**src/rtl/tanhx_issue_ctrl.sv**
```systemverilog
// Operand FIFO and one-at-a-time issue sequencer for a tanh core with start/valid handshake.
// Define TANHX_TIMEOUT_EN to build the WAIT-state watchdog and the sticky err_timeout flag.
module tanhx_issue_ctrl #(
  parameter int DWIDTH  = 32,
  parameter int DEPTH   = 4,
  parameter int TIMEOUT = 64
) (
  input  logic              clk,
  input  logic              rst,
  input  logic [DWIDTH-1:0] in_x,
  input  logic              in_valid,
  output logic              in_ready,
  output logic [DWIDTH-1:0] core_x_in,
  output logic              core_start,
  input  logic [DWIDTH-1:0] core_y_out,
  input  logic              core_valid,
  output logic [DWIDTH-1:0] out_y,
  output logic              out_valid,
  input  logic              out_ready,
  output logic              busy,
  output logic              err_timeout
);

  localparam int AW = $clog2(DEPTH);
  localparam logic [AW:0] PTR_ONE = {{AW{1'b0}}, 1'b1};
  localparam logic [DWIDTH-1:0] QNAN_C = DWIDTH'(32'h7FC0_0000);

  localparam logic [1:0] ST_IDLE  = 2'd0;
  localparam logic [1:0] ST_ISSUE = 2'd1;
  localparam logic [1:0] ST_WAIT  = 2'd2;
  localparam logic [1:0] ST_GAP   = 2'd3;

  if ((DEPTH < 2) || ((DEPTH & (DEPTH - 1)) != 0) || (TIMEOUT < 1)) begin : g_param_check
    $error("tanhx_issue_ctrl: DEPTH must be a power of two >= 2 and TIMEOUT >= 1");
  end

  logic [DWIDTH-1:0] mem_r [DEPTH];
  logic [AW:0]       wr_ptr_r, rd_ptr_r, wr_ptr_nxt_s, rd_ptr_nxt_s;
  logic [1:0]        state_r, state_nxt_s;
  logic              push_s, pop_s, empty_s, full_nxt_s, capture_s, timeout_s;
  logic              in_ready_r, busy_r, core_start_r, out_valid_r;
  logic [DWIDTH-1:0] core_x_in_r, out_y_r;

  // Handshake decode, FIFO pointer advance and FSM next state
  always_comb begin
    push_s    = in_valid && in_ready_r;
    empty_s   = (wr_ptr_r == rd_ptr_r);
    pop_s     = (state_r == ST_IDLE) && !empty_s && !out_valid_r;
    capture_s = (state_r == ST_WAIT) && core_valid;
    if (push_s) begin
      wr_ptr_nxt_s = wr_ptr_r + PTR_ONE;
    end else begin
      wr_ptr_nxt_s = wr_ptr_r;
    end
    if (pop_s) begin
      rd_ptr_nxt_s = rd_ptr_r + PTR_ONE;
    end else begin
      rd_ptr_nxt_s = rd_ptr_r;
    end
    full_nxt_s = (wr_ptr_nxt_s[AW] != rd_ptr_nxt_s[AW]) &&
                 (wr_ptr_nxt_s[AW-1:0] == rd_ptr_nxt_s[AW-1:0]);
    case (state_r)
      ST_IDLE: begin
        if (pop_s) begin
          state_nxt_s = ST_ISSUE;
        end else begin
          state_nxt_s = ST_IDLE;
        end
      end
      ST_ISSUE: state_nxt_s = ST_WAIT;
      ST_WAIT: begin
        if (capture_s || timeout_s) begin
          state_nxt_s = ST_GAP;
        end else begin
          state_nxt_s = ST_WAIT;
        end
      end
      ST_GAP:  state_nxt_s = ST_IDLE;
      default: state_nxt_s = ST_IDLE;
    endcase
  end

  // Operand storage; the pointers alone define which entries are live, so no reset
  always_ff @(posedge clk) begin
    if (push_s) begin
      mem_r[wr_ptr_r[AW-1:0]] <= in_x;
    end
  end

  // FSM, pointers and registered outputs; in_ready/busy are precomputed from next state
  always_ff @(posedge clk or negedge rst) begin
    if (!rst) begin
      state_r      <= ST_IDLE;
      wr_ptr_r     <= {(AW+1){1'b0}};
      rd_ptr_r     <= {(AW+1){1'b0}};
      in_ready_r   <= 1'b1;
      busy_r       <= 1'b0;
      core_start_r <= 1'b0;
      core_x_in_r  <= {DWIDTH{1'b0}};
      out_y_r      <= {DWIDTH{1'b0}};
      out_valid_r  <= 1'b0;
    end else begin
      state_r    <= state_nxt_s;
      wr_ptr_r   <= wr_ptr_nxt_s;
      rd_ptr_r   <= rd_ptr_nxt_s;
      in_ready_r <= !full_nxt_s;
      busy_r     <= (state_nxt_s != ST_IDLE) || (wr_ptr_nxt_s != rd_ptr_nxt_s);
      if (pop_s) begin
        core_x_in_r  <= mem_r[rd_ptr_r[AW-1:0]];
        core_start_r <= 1'b1;
      end else if (capture_s || timeout_s) begin
        core_start_r <= 1'b0;
      end
      if (capture_s) begin
        out_y_r     <= core_y_out;
        out_valid_r <= 1'b1;
      end else if (timeout_s) begin
        out_y_r     <= QNAN_C;
        out_valid_r <= 1'b1;
      end else if (out_valid_r && out_ready) begin
        out_valid_r <= 1'b0;
      end
    end
  end

`ifdef TANHX_TIMEOUT_EN
  localparam int WD_W = $clog2(TIMEOUT + 1);
  localparam logic [WD_W-1:0] WD_ONE = {{(WD_W-1){1'b0}}, 1'b1};
  localparam logic [WD_W-1:0] WD_LAST = WD_W'(TIMEOUT - 1);

  logic [WD_W-1:0] wd_cnt_r;
  logic            err_r;

  assign timeout_s = (state_r == ST_WAIT) && !core_valid && (wd_cnt_r == WD_LAST);

  // Watchdog counts WAIT cycles from zero; error flag is sticky until reset
  always_ff @(posedge clk or negedge rst) begin
    if (!rst) begin
      wd_cnt_r <= {WD_W{1'b0}};
      err_r    <= 1'b0;
    end else begin
      if (state_r == ST_WAIT) begin
        wd_cnt_r <= wd_cnt_r + WD_ONE;
      end else begin
        wd_cnt_r <= {WD_W{1'b0}};
      end
      if (timeout_s) begin
        err_r <= 1'b1;
      end
    end
  end

  assign err_timeout = err_r;
`else
  assign timeout_s   = 1'b0;
  assign err_timeout = 1'b0;
`endif

  assign in_ready   = in_ready_r;
  assign busy       = busy_r;
  assign core_start = core_start_r;
  assign core_x_in  = core_x_in_r;
  assign out_y      = out_y_r;
  assign out_valid  = out_valid_r;

endmodule

```
**config.mk**
```make
export PLATFORM = sky130hd
export DESIGN_NAME = tanhx_issue_ctrl
export DESIGN_NICKNAME = d
export VERILOG_FILES = /design/src/rtl/tanhx_issue_ctrl.sv
export SDC_FILE = /design/constraint.sdc
export NUM_CORES = 1
export LEC_CHECK = 0
export CAP_MARGIN = 20
export CELL_PAD_IN_SITES_DETAIL_PLACEMENT = 0
export CELL_PAD_IN_SITES_GLOBAL_PLACEMENT = 1
export CORE_MARGIN = 2
export CORE_UTILIZATION = 48
export DETAILED_ROUTE_END_ITERATION = 6
export GPL_TIMING_DRIVEN = 1
export PLACE_DENSITY_LB_ADDON = 0.3
export SETUP_SLACK_MARGIN = 0.5
export SLEW_MARGIN = 10
export SYNTH_ARGS = -nofsm -noshare
export SYNTH_HDL_FRONTEND = slang
export SYNTH_SLANG_ARGS = --single-unit
```
**constraint.sdc**
```tcl
create_clock -name clk -period 6.1 [get_ports clk]
set_input_delay 1.22 -clock clk [delete_from_list [all_inputs] [get_ports clk]]
set_output_delay 1.22 -clock clk [all_outputs]
set_load 0.01 [all_outputs]
```
==> results of run 1 <==
[worst max-delay path: stages]
cell	delay (ns)
clkdlybuf4s50_1	0.54
nand3_1	0.15
inv_2	0.61
xnor2_1	0.18
or4_1	0.49
[cell families after synthesis]
kind of cell,synth area share
flops,0.745
mux,0.188
buf+inv,0.0127
simple gates,0.0112
compound gates,0.0128
xor+xnor,0.0165
fa+ha+maj,0.0130
other cells,0.000486
[cell type report]
class                           instances  area (sq um)  share of cell area
Inverter                                6          22.5             0.00226
Multi-Input combinational cell        145          1870               0.188
Sequential cell                       204          5750               0.578
Tap cell                              216           270              0.0272
Timing Repair Buffer                  140          1410               0.142
Clock inverter                          5          33.8             0.00340
Clock buffer                           32           587              0.0590
[final timing paths]
check | from | to | slack (ns) | depth (start not counted)
worst max-delay path | in_valid | busy$_DFF_PN0_ | 3.26 | 5
worst min-delay path | core_start$_DFFE_PN0P_ | core_start$_DFFE_PN0P_ | 0.48 | 1
worst max register to register | rd_ptr_r[1]$_DFF_PN0_ | core_x_in[0]$_DFFE_PN0P_ | 3.37 | 4
worst min register to register | core_start$_DFFE_PN0P_ | core_start$_DFFE_PN0P_ | 0.48 | 1
max in group asynchronous | rst | in_ready$_DFF_PN1_ | 4.88 | 2
min in group asynchronous | rst | out_y[4]$_DFFE_PN0P_ | 0.59 | 1
[sequential cells by signal, summed over array words and instances (netlist names)]
name        cells
mem_r         128
rd_ptr_r        3
wr_ptr_r        3
out_valid       1
core_start      1
out_y          32
state_r         2
core_x_in      32
in_ready        1
busy            1
[synthesized netlist by cell type]
cell type  count
a211oi_1       2
and3_1         3
xor2_2         2
or4_1          1
clkbuf_1       6
o32a_2         1
mux4_2        32
a21o_1         2
xnor2_2        1
nand2_1        4
buf_4          3
nor2_1         1
a211o_1        1
nand3b_1       2
o21ai_0        2
nor2_2         1
nand2b_1       1
a21oi_4        1
conb_1         1
or3b_2         1
ha_1           8
edfxtp_1     128
a21oi_1        2
dfstp_2        1
mux2_1         2
inv_1          6
buf_2          6
nand3_1        1
dfrtp_1       75
xor2_1         3
xnor2_1        6
o211ai_2       1
mux2_2        63
[metrics by stage]
stage / instances / worst slack (ns)
after floorplan: 370 / 3.33
after global placement: 710 / 2.76
after detailed placement: 710 / 2.72
after CTS: 747 / 3.24
after global routing: 748 / 3.13
final: 748 / 3.26
[layer usage]
layer | wire (um) | share of wire | up-vias | global-route usage
met2 | 6350 | 0.46 | 157 | 0.267
li1 | - | - | 1733 | -
met4 | 212 | 0.015 | 0 | 0.0557
met1 | 5910 | 0.43 | 1899 | 0.224
met3 | 1240 | 0.091 | 20 | 0.0452
met5 | 0 | 0 | - | 0
[where the power goes]
part	leakage (nW)	switching [mW]	internal (mW)	total, mW
Clock	0.298	0.490	0.665	1.16
Sequential	2.06	0.220	1.92	2.14
Combinational	1.24	0.754	1.05	1.80
==> impl_metrics.ini, run 1 <==
[outcome]
status = completed

[timing]
setup_tns_ns = 0
rsz0062_at_grt = false
tightestPinTransition_ns = 0.922
relSlewSlack = 0.385
period_minus_slack_ns = 2.84
maxSlewViolCount = 0
clock.fmax_mhz = 353
skew_ns = 0.0189
setup_viol = 0
period_share = 0.465
hold_violations = 0
whs_ns = 0.483

[power_and_ir_drop]
leakagePower_nw = 3.60
peakVddDrop_v = 0.000346
powerDensity_nw_per_um2 = 512
power.total_mw = 5.10

[place]
dp_hpwl_um = 8430
dpl_cell_area_sq_um = 9300
io_buffer_count = 136
gp_routability_congestion = 0.677

[yosys]
yosysSeqAreaShare = 0.745
syn-num-nets = 447
synth_top_area_frac = 0.498
synth_warnings = 0
ys_ff_latch = 204
yosys.area.top_type = edfxtp_1
synthTopCellsByArea = edfxtp_1 (50%), dfrtp_1 (24%), mux4_2 (9.3%)
netlist_area_sq_um = 7710
synth_cells = 370
avgSynthCellArea_sq_um = 20.8
synth.distinct_cells = 33

[setup_path]
cp-end-kind = flop
worstPathArrival_ns = 3.19
crit_path_max_fanout = 33
path_class = in -> reg
cp-start-kind = input port
cp.required_ns = 6.45

[detailed_routing]
drc = 0
first_pass_iters = 4
drt_iter0_markers = 255
routed-via-count = 3809
ant_nets = 0
post_drt_via_cell_ratio = 5.09
avgRoutedWirePerCell_um = 18.3
wirelength_um = 13700

[floorplanning]
initial_utilization = 0.489
core_area_sq_um = 15800
die_area_sq_um = 17100
pin_count = 138
die_h_um = 131
fp.dieW_um = 131
rows = 46

[cells_and_area]
drive_gt1_frac = 0.267
fillers = 1137
layout_common_cells = clkdlybuf4s50_1 (135), edfxtp_1 (128), dfrtp_1 (73), mux2_2 (63), mux4_2 (32)
final_area_sq_um = 9940
fin_nets = 595
fin_util = 0.631
diodes = 0
syn_to_final_growth_pct = 28.9
layout_commonest_cell = clkdlybuf4s50_1

[clock_tree]
cts_hold_buf = 0
cts-root-buf = clkbuf_16
cts_tree = done
clock_latency_ns = 0.50
post_cts_buffers = 0
clockBufferDepth = 3
ctsResizeCount = 0
clk_pin_slew_ns = 0.06
cts.sinks = 204
htreeDepth = 1
numCtsBuffers = 21

[global_routing]
grt_pass1_wl_um = 21400
antenna_found_initial = 0
grt_max_degree = 77
track_usage = 0.166
grt_pass1_vias = 4042
grt_overflow = 0

[flow_run]
drv_cap = 0

[worst_hold_path]
min_path_type = reg -> reg
No activity file was read; power rests on OpenSTA's default activity.
==> run 2, diff against run 1 <==
- CORE_UTILIZATION: 48 -> 40
- clock period: 6.1 -> 2.42 ns (I/O delays scaled with it)
==> run 2 against run 1 <==
  * Routed wire length rose by 11%
  * Worst setup slack worse by 2.8 ns
  * Cell count is 9.1% higher
  * Largest power group unchanged
  * Final area increased by 5.6%
  * Critical endpoint unchanged
  * Sequential power grew 150%
  * Global-route usage is 1.7 points lower
  * Total power grew to 2.8 times the previous value
  * Critical path depth stayed put
  * Die area increased by 19%
  * Clock skew grew 0.0017 ns
  * Sequential cell count unchanged
  * Core utilization shrank 7.3 points
==> impl_metrics.ini, run 2 (synthesized netlist as in run 1, its figures left out) <==
[detailed_routing]
drt_iter0_markers = 174
post_drt_via_cell_ratio = 4.93
drc = 0
first_pass_iters = 4
ant_nets = 0
wirelength_um = 15300
avgRoutedWirePerCell_um = 18.7
routed-via-count = 4020

[floorplanning]
core_area_sq_um = 18800
die_h_um = 143
pin_count = 138
initial_utilization = 0.410
die_area_sq_um = 20400
fp.dieW_um = 143
rows = 50

[timing]
period_minus_slack_ns = 1.98
period_share = 0.818
clock.fmax_mhz = 505
setup_viol = 0
setup_tns_ns = 0
maxSlewViolCount = 0
whs_ns = 0.460
rsz0062_at_grt = true
hold_violations = 0
skew_ns = 0.0206

[power_and_ir_drop]
p_seq_frac = 0.379
combPwrFrac = 0.367
powerDensity_nw_per_um2 = 1340
p_clk_frac = 0.254
p_int_mw = 10.0
power.net_switching_mw = 4.01
power.total_mw = 14.0
leakagePower_nw = 3.98
peakVddDrop_v = 0.000582
swShare = 0.286

[cells_and_area]
layout_commonest_cell = edfxtp_1
fin_cells = 816
drive_gt1_frac = 0.333
fin_nets = 617
diodes = 0
layout_common_cells = edfxtp_1 (128), clkdlybuf4s50_1 (110), dfrtp_1 (70), mux2_2 (63), mux4_2 (32)
final_area_sq_um = 10500
fillers = 1459
syn_to_final_growth_pct = 36.1
largest_reg_flops = 128

[clock_tree]
numCtsBuffers = 22
clock_latency_ns = 0.50
htreeDepth = 1
cts.sinks = 204
cts-root-buf = clkbuf_16
cts_tree = done
clk_pin_slew_ns = 0.06
clockBufferDepth = 3

[setup_path]
crit_path_max_fanout = 6
cp.required_ns = 2.78
cp-end-kind = flop
path_class = reg -> reg
reg2reg_from = wr_ptr_r[0]$_DFF_PN0_
worstPathArrival_ns = 2.34
rrSetupSlack_ns = 0.44
rr_endpoint = busy$_DFF_PN0_
cp-start-kind = flop
r2r_cells = 5

[global_routing]
antenna_found_initial = 0
grt_max_degree = 53
track_usage = 0.149
grt_overflow = 0
grt_pass1_wl_um = 23500
grt_pass1_vias = 4323

[outcome]
status = completed

[flow_run]
drv_cap = 0

[place]
dp_hpwl_um = 9530
gp_routability_congestion = 0.822
io_buffer_count = 136
dpl_cell_area_sq_um = 9500
post-place-cells = 767

[worst_hold_path]
min_path_type = in -> async
run 2: cell count changes in the layout (fill, tap and decap cells not counted), moves of 4 or more:
cell             change
dlymetal6s2s_1      +18
bufinv_16            +4
clkdlybuf4s50_1     -25
dlygate4sd2_1        +7
clkbuf_1             -6
buf_4               +15
run 2: through the flow:
| step | setup slack (ns) | util |
|---|---|---|
| after floorplan | 0.461 | - |
| after global placement | 0.251 | 0.505 |
| after detailed placement | 0.217 | 0.505 |
| after CTS | 0.445 | 0.548 |
| after global routing | 0.379 | 0.558 |
| final | 0.439 | 0.558 |
run 2: final cells by class:
class / instances / area, sq um / share of cell area
clock buffer: 30 / 631 / 0.0601
clock inverter: 10 / 165 / 0.0157
inverter: 6 / 26.3 / 0.00250
multi-input combinational: 145 / 1960 / 0.187
sequential: 204 / 5750 / 0.548
tap: 260 / 325 / 0.0310
timing repair buffer: 161 / 1640 / 0.156
run 2: routing by layer:
layer	vias to the layer above	GRT usage	wire length, um
met5	-	0	0
met1	2072	0.196	6710
met2	140	0.247	7260
met4	0	0.0417	305
met3	29	0.0379	978
li1	1779	-	-
run 2: worst max-delay path by stage:
| stage | from | end | slack [ns] | depth (start not counted) |
|---|---|---|---|---|
| after floorplan | wr_ptr_r[0]$_DFF_PN0_ | busy$_DFF_PN0_ | 0.46 | 5 |
| after global placement | in_valid | busy$_DFF_PN0_ | 0.25 | 5 |
| after detailed placement | in_valid | busy$_DFF_PN0_ | 0.22 | 5 |
| after CTS | state_r[0]$_DFF_PN0_ | busy$_DFF_PN0_ | 0.45 | 7 |
| after global routing | wr_ptr_r[0]$_DFF_PN0_ | busy$_DFF_PN0_ | 0.38 | 5 |
| final | wr_ptr_r[0]$_DFF_PN0_ | busy$_DFF_PN0_ | 0.44 | 5 |
run 2: worst max-delay path, stage by stage (launching register included):
cell      delay (ns)
dfrtp_2         0.48
xor2_2          0.37
o32a_4          0.24
o211ai_4        0.10
xor2_2          0.19
or4_1           0.47
run 2: power groups by stage:
stage | clock [mW] | sequential (mW) | combinational, mW
global route | 3.81 | 5.44 | 5.54
floorplan | 0 | 5.56 | 2.59
global placement | 0 | 5.34 | 4.81
detailed placement | 0 | 5.40 | 4.89
CTS | 3.65 | 5.33 | 4.92
finish | 3.56 | 5.32 | 5.15
run 2: repair_timing:
| item | CTS | global route |
|---|---|---|
| resized for setup | 11 | 35 |
| cloned | 0 | 0 |
| endpoints found under the setup margin | 29 | 21 |
| endpoints found under the hold margin | 24 | 0 |
| pin swaps | 0 | 5 |
| hold buffers | 1 | 0 |
| setup buffers | 1 | 7 |
==> run 3, diff against run 2 <==
- clock period: 2.42 -> 1.8 ns (I/O delays scaled with it)
==> run 3 against run 2 <==
  * The flow now finishes with violations (setup timing)
  * Non-clock buffer count rose by 96
  * Cell count up 12%
  * Sequential power grew 35%
  * Final area increased by 13%
  * Register-to-register slack lost 0.57 ns
  * Worst setup slack worse by 0.57 ns
  * Global-route usage rose by 2.6 points
  * Sequential cell count is the same
  * Die area did not move
  * Via count is 10% higher
  * Critical path type unchanged
  * Largest cell class unchanged
  * Largest power group is now combinational logic
  * Highest routed layer unchanged
==> impl_metrics.ini, run 3 (synthesized netlist as in run 1, its figures left out) <==
[timing]
maxSlewViolCount = 0
period_share = 1.07
skew_ns = 0.0199
clock.fmax_mhz = 519
fin_ws_ns = -0.128
whs_ns = 0.344
setup_viol = 24
hold_violations = 0
period_minus_slack_ns = 1.93
rsz0062_at_grt = true
setup_tns_ns = -0.803

[cells_and_area]
fin_nets = 713
diodes = 0
fin_util = 0.630
largest_reg_flops = 128
syn_to_final_growth_pct = 53.9
layout_commonest_cell = edfxtp_1
layout_common_cells = edfxtp_1 (128), dfrtp_1 (72), clkdlybuf4s50_1 (67), buf_2 (51), buf_4 (46)
drive_gt1_frac = 0.531

[power_and_ir_drop]
p_clk_frac = 0.205
p_int_mw = 15.3
leakagePower_nw = 4.72
combPwrFrac = 0.464
peakVddDrop_v = 0.00109
power.net_switching_mw = 6.32
p_seq_frac = 0.331
swShare = 0.292
powerDensity_nw_per_um2 = 1820

[floorplanning]
rows = 50
pin_count = 138
die_h_um = 143
core_area_sq_um = 18800
die_area_sq_um = 20400
initial_utilization = 0.410
fp.dieW_um = 143

[setup_path]
path_class = reg -> reg
crit_start = rd_ptr_r[0]$_DFF_PN0_
r2r_cells = 5
crit_chain = xor2_2, o32a_2, o211ai_4, xor2_1, or4_1
max_stage_delay_ns = 0.50
cpMaxStageDelayCell = or4_1
rrSetupSlack_ns = -0.13
crit_path_end = busy$_DFF_PN0_
reg2reg_from = rd_ptr_r[0]$_DFF_PN0_
cp-end-kind = flop
cp.required_ns = 2.17
rr_endpoint = busy$_DFF_PN0_
worstPathArrival_ns = 2.30
cp-start-kind = flop
crit_path_max_fanout = 3

[detailed_routing]
avgRoutedWirePerCell_um = 20.2
drc = 0
ant_nets = 0
routed-via-count = 4420
post_drt_via_cell_ratio = 4.85
wirelength_um = 18400
first_pass_iters = 4
drt_iter0_markers = 241

[global_routing]
grt_pass1_vias = 4693
track_usage = 0.175
grt_max_degree = 30
grt_pass1_wl_um = 26700
antenna_found_initial = 0
grt_overflow = 0

[worst_hold_path]
min_path_type = in -> async

[clock_tree]
clockBufferDepth = 3
clk_pin_slew_ns = 0.06
cts_tree = done
cts.sinks = 204
cts-root-buf = clkbuf_16
numCtsBuffers = 22
htreeDepth = 1
clock_latency_ns = 0.51

[outcome]
violations = setup timing
status = finished, violations left

[place]
gp_routability_congestion = 0.779
io_buffer_count = 136
dp_hpwl_um = 10100

[flow_run]
drv_cap = 0
==> run 3: cell count changes in the layout (fill, tap and decap cells not counted), sizes merged, moves of 2 or more <==
| cell | previous run | this run |
|---|---|---|
| clkdlybuf4s50 | 110 | 67 |
| dlymetal6s2s | 18 | 0 |
| buf | 25 | 182 |
| dlygate4sd2 | 7 | 0 |
| clkinv | 4 | 11 |
| bufbuf | 0 | 2 |
==> run 3: area by class of cell <==
class,instances,area [sq um]
Inverter,6,26.3
Clock buffer,25,562
Sequential cell,204,5750
Timing Repair Buffer,257,2890
Fill cell,1341,6960
Multi-Input combinational cell,145,2160
Tap cell,260,325
Clock inverter,15,155
==> run 3: what timing repair did <==
item	4_1_cts	5_1_grt
buffers inserted	33	28
resized for setup	386	23
endpoints found under the setup margin	268	269
cloned	16	6
pin swaps	6	4
hold buffers	1	0
endpoints found under the hold margin	21	0
==> run 3: power groups by stage <==
stage          combinational (mW)  clock (mW)  sequential [mW]
2_1_floorplan                3.62           0             7.47
3_3_place_gp                 6.99           0             7.14
3_5_place_dp                 7.12           0             7.21
4_1_cts                      9.14        4.52             7.14
5_1_grt                      10.6        4.72             7.29
6_report                     10.0        4.43             7.16
==> run 3: per-layer routing <==
metal / up-vias / routed length, um / share of wire / GRT usage
met3: 27 / 1130 / 0.061 / 0.0379
met1: 2248 / 7790 / 0.42 / 0.217
met5: - / 0 / 0 / 0
li1: 1983 / - / - / -
met4: 0 / 324 / 0.018 / 0.0464
met2: 162 / 9170 / 0.50 / 0.310
==> run 3: how the worst min path moves through the flow <==
stage                                  endpoint  cells past startpoint  slack, ns  from
after CTS                 out_y[18]$_DFFE_PN0P_                      2       0.34   rst
after floorplan                  busy$_DFF_PN0_                      0       0.06   rst
final                     out_y[18]$_DFFE_PN0P_                      2       0.34   rst
after global placement    out_y[18]$_DFFE_PN0P_                      1       0.31   rst
after global routing      out_y[18]$_DFFE_PN0P_                      2       0.37   rst
after detailed placement  out_y[18]$_DFFE_PN0P_                      1       0.31   rst
==> run 3: worst max-delay path, delay by kind of cell (launching register included) <==
family	cells	cell delay (ns)
xor+xnor	2	0.34
simple gates	1	0.50
flops	1	0.45
compound gates	2	0.51
==> run 3: through the flow <==
stage	setup slack (ns)	instances	cell area, sq um	power [mW]
after floorplan	-0.159	370	7790	11.1
after global placement	-0.277	788	9770	14.1
after detailed placement	-0.284	788	9770	14.3
after CTS	-0.103	878	11400	20.8
after global routing	-0.191	912	11900	22.7
final	-0.128	912	11900	21.6
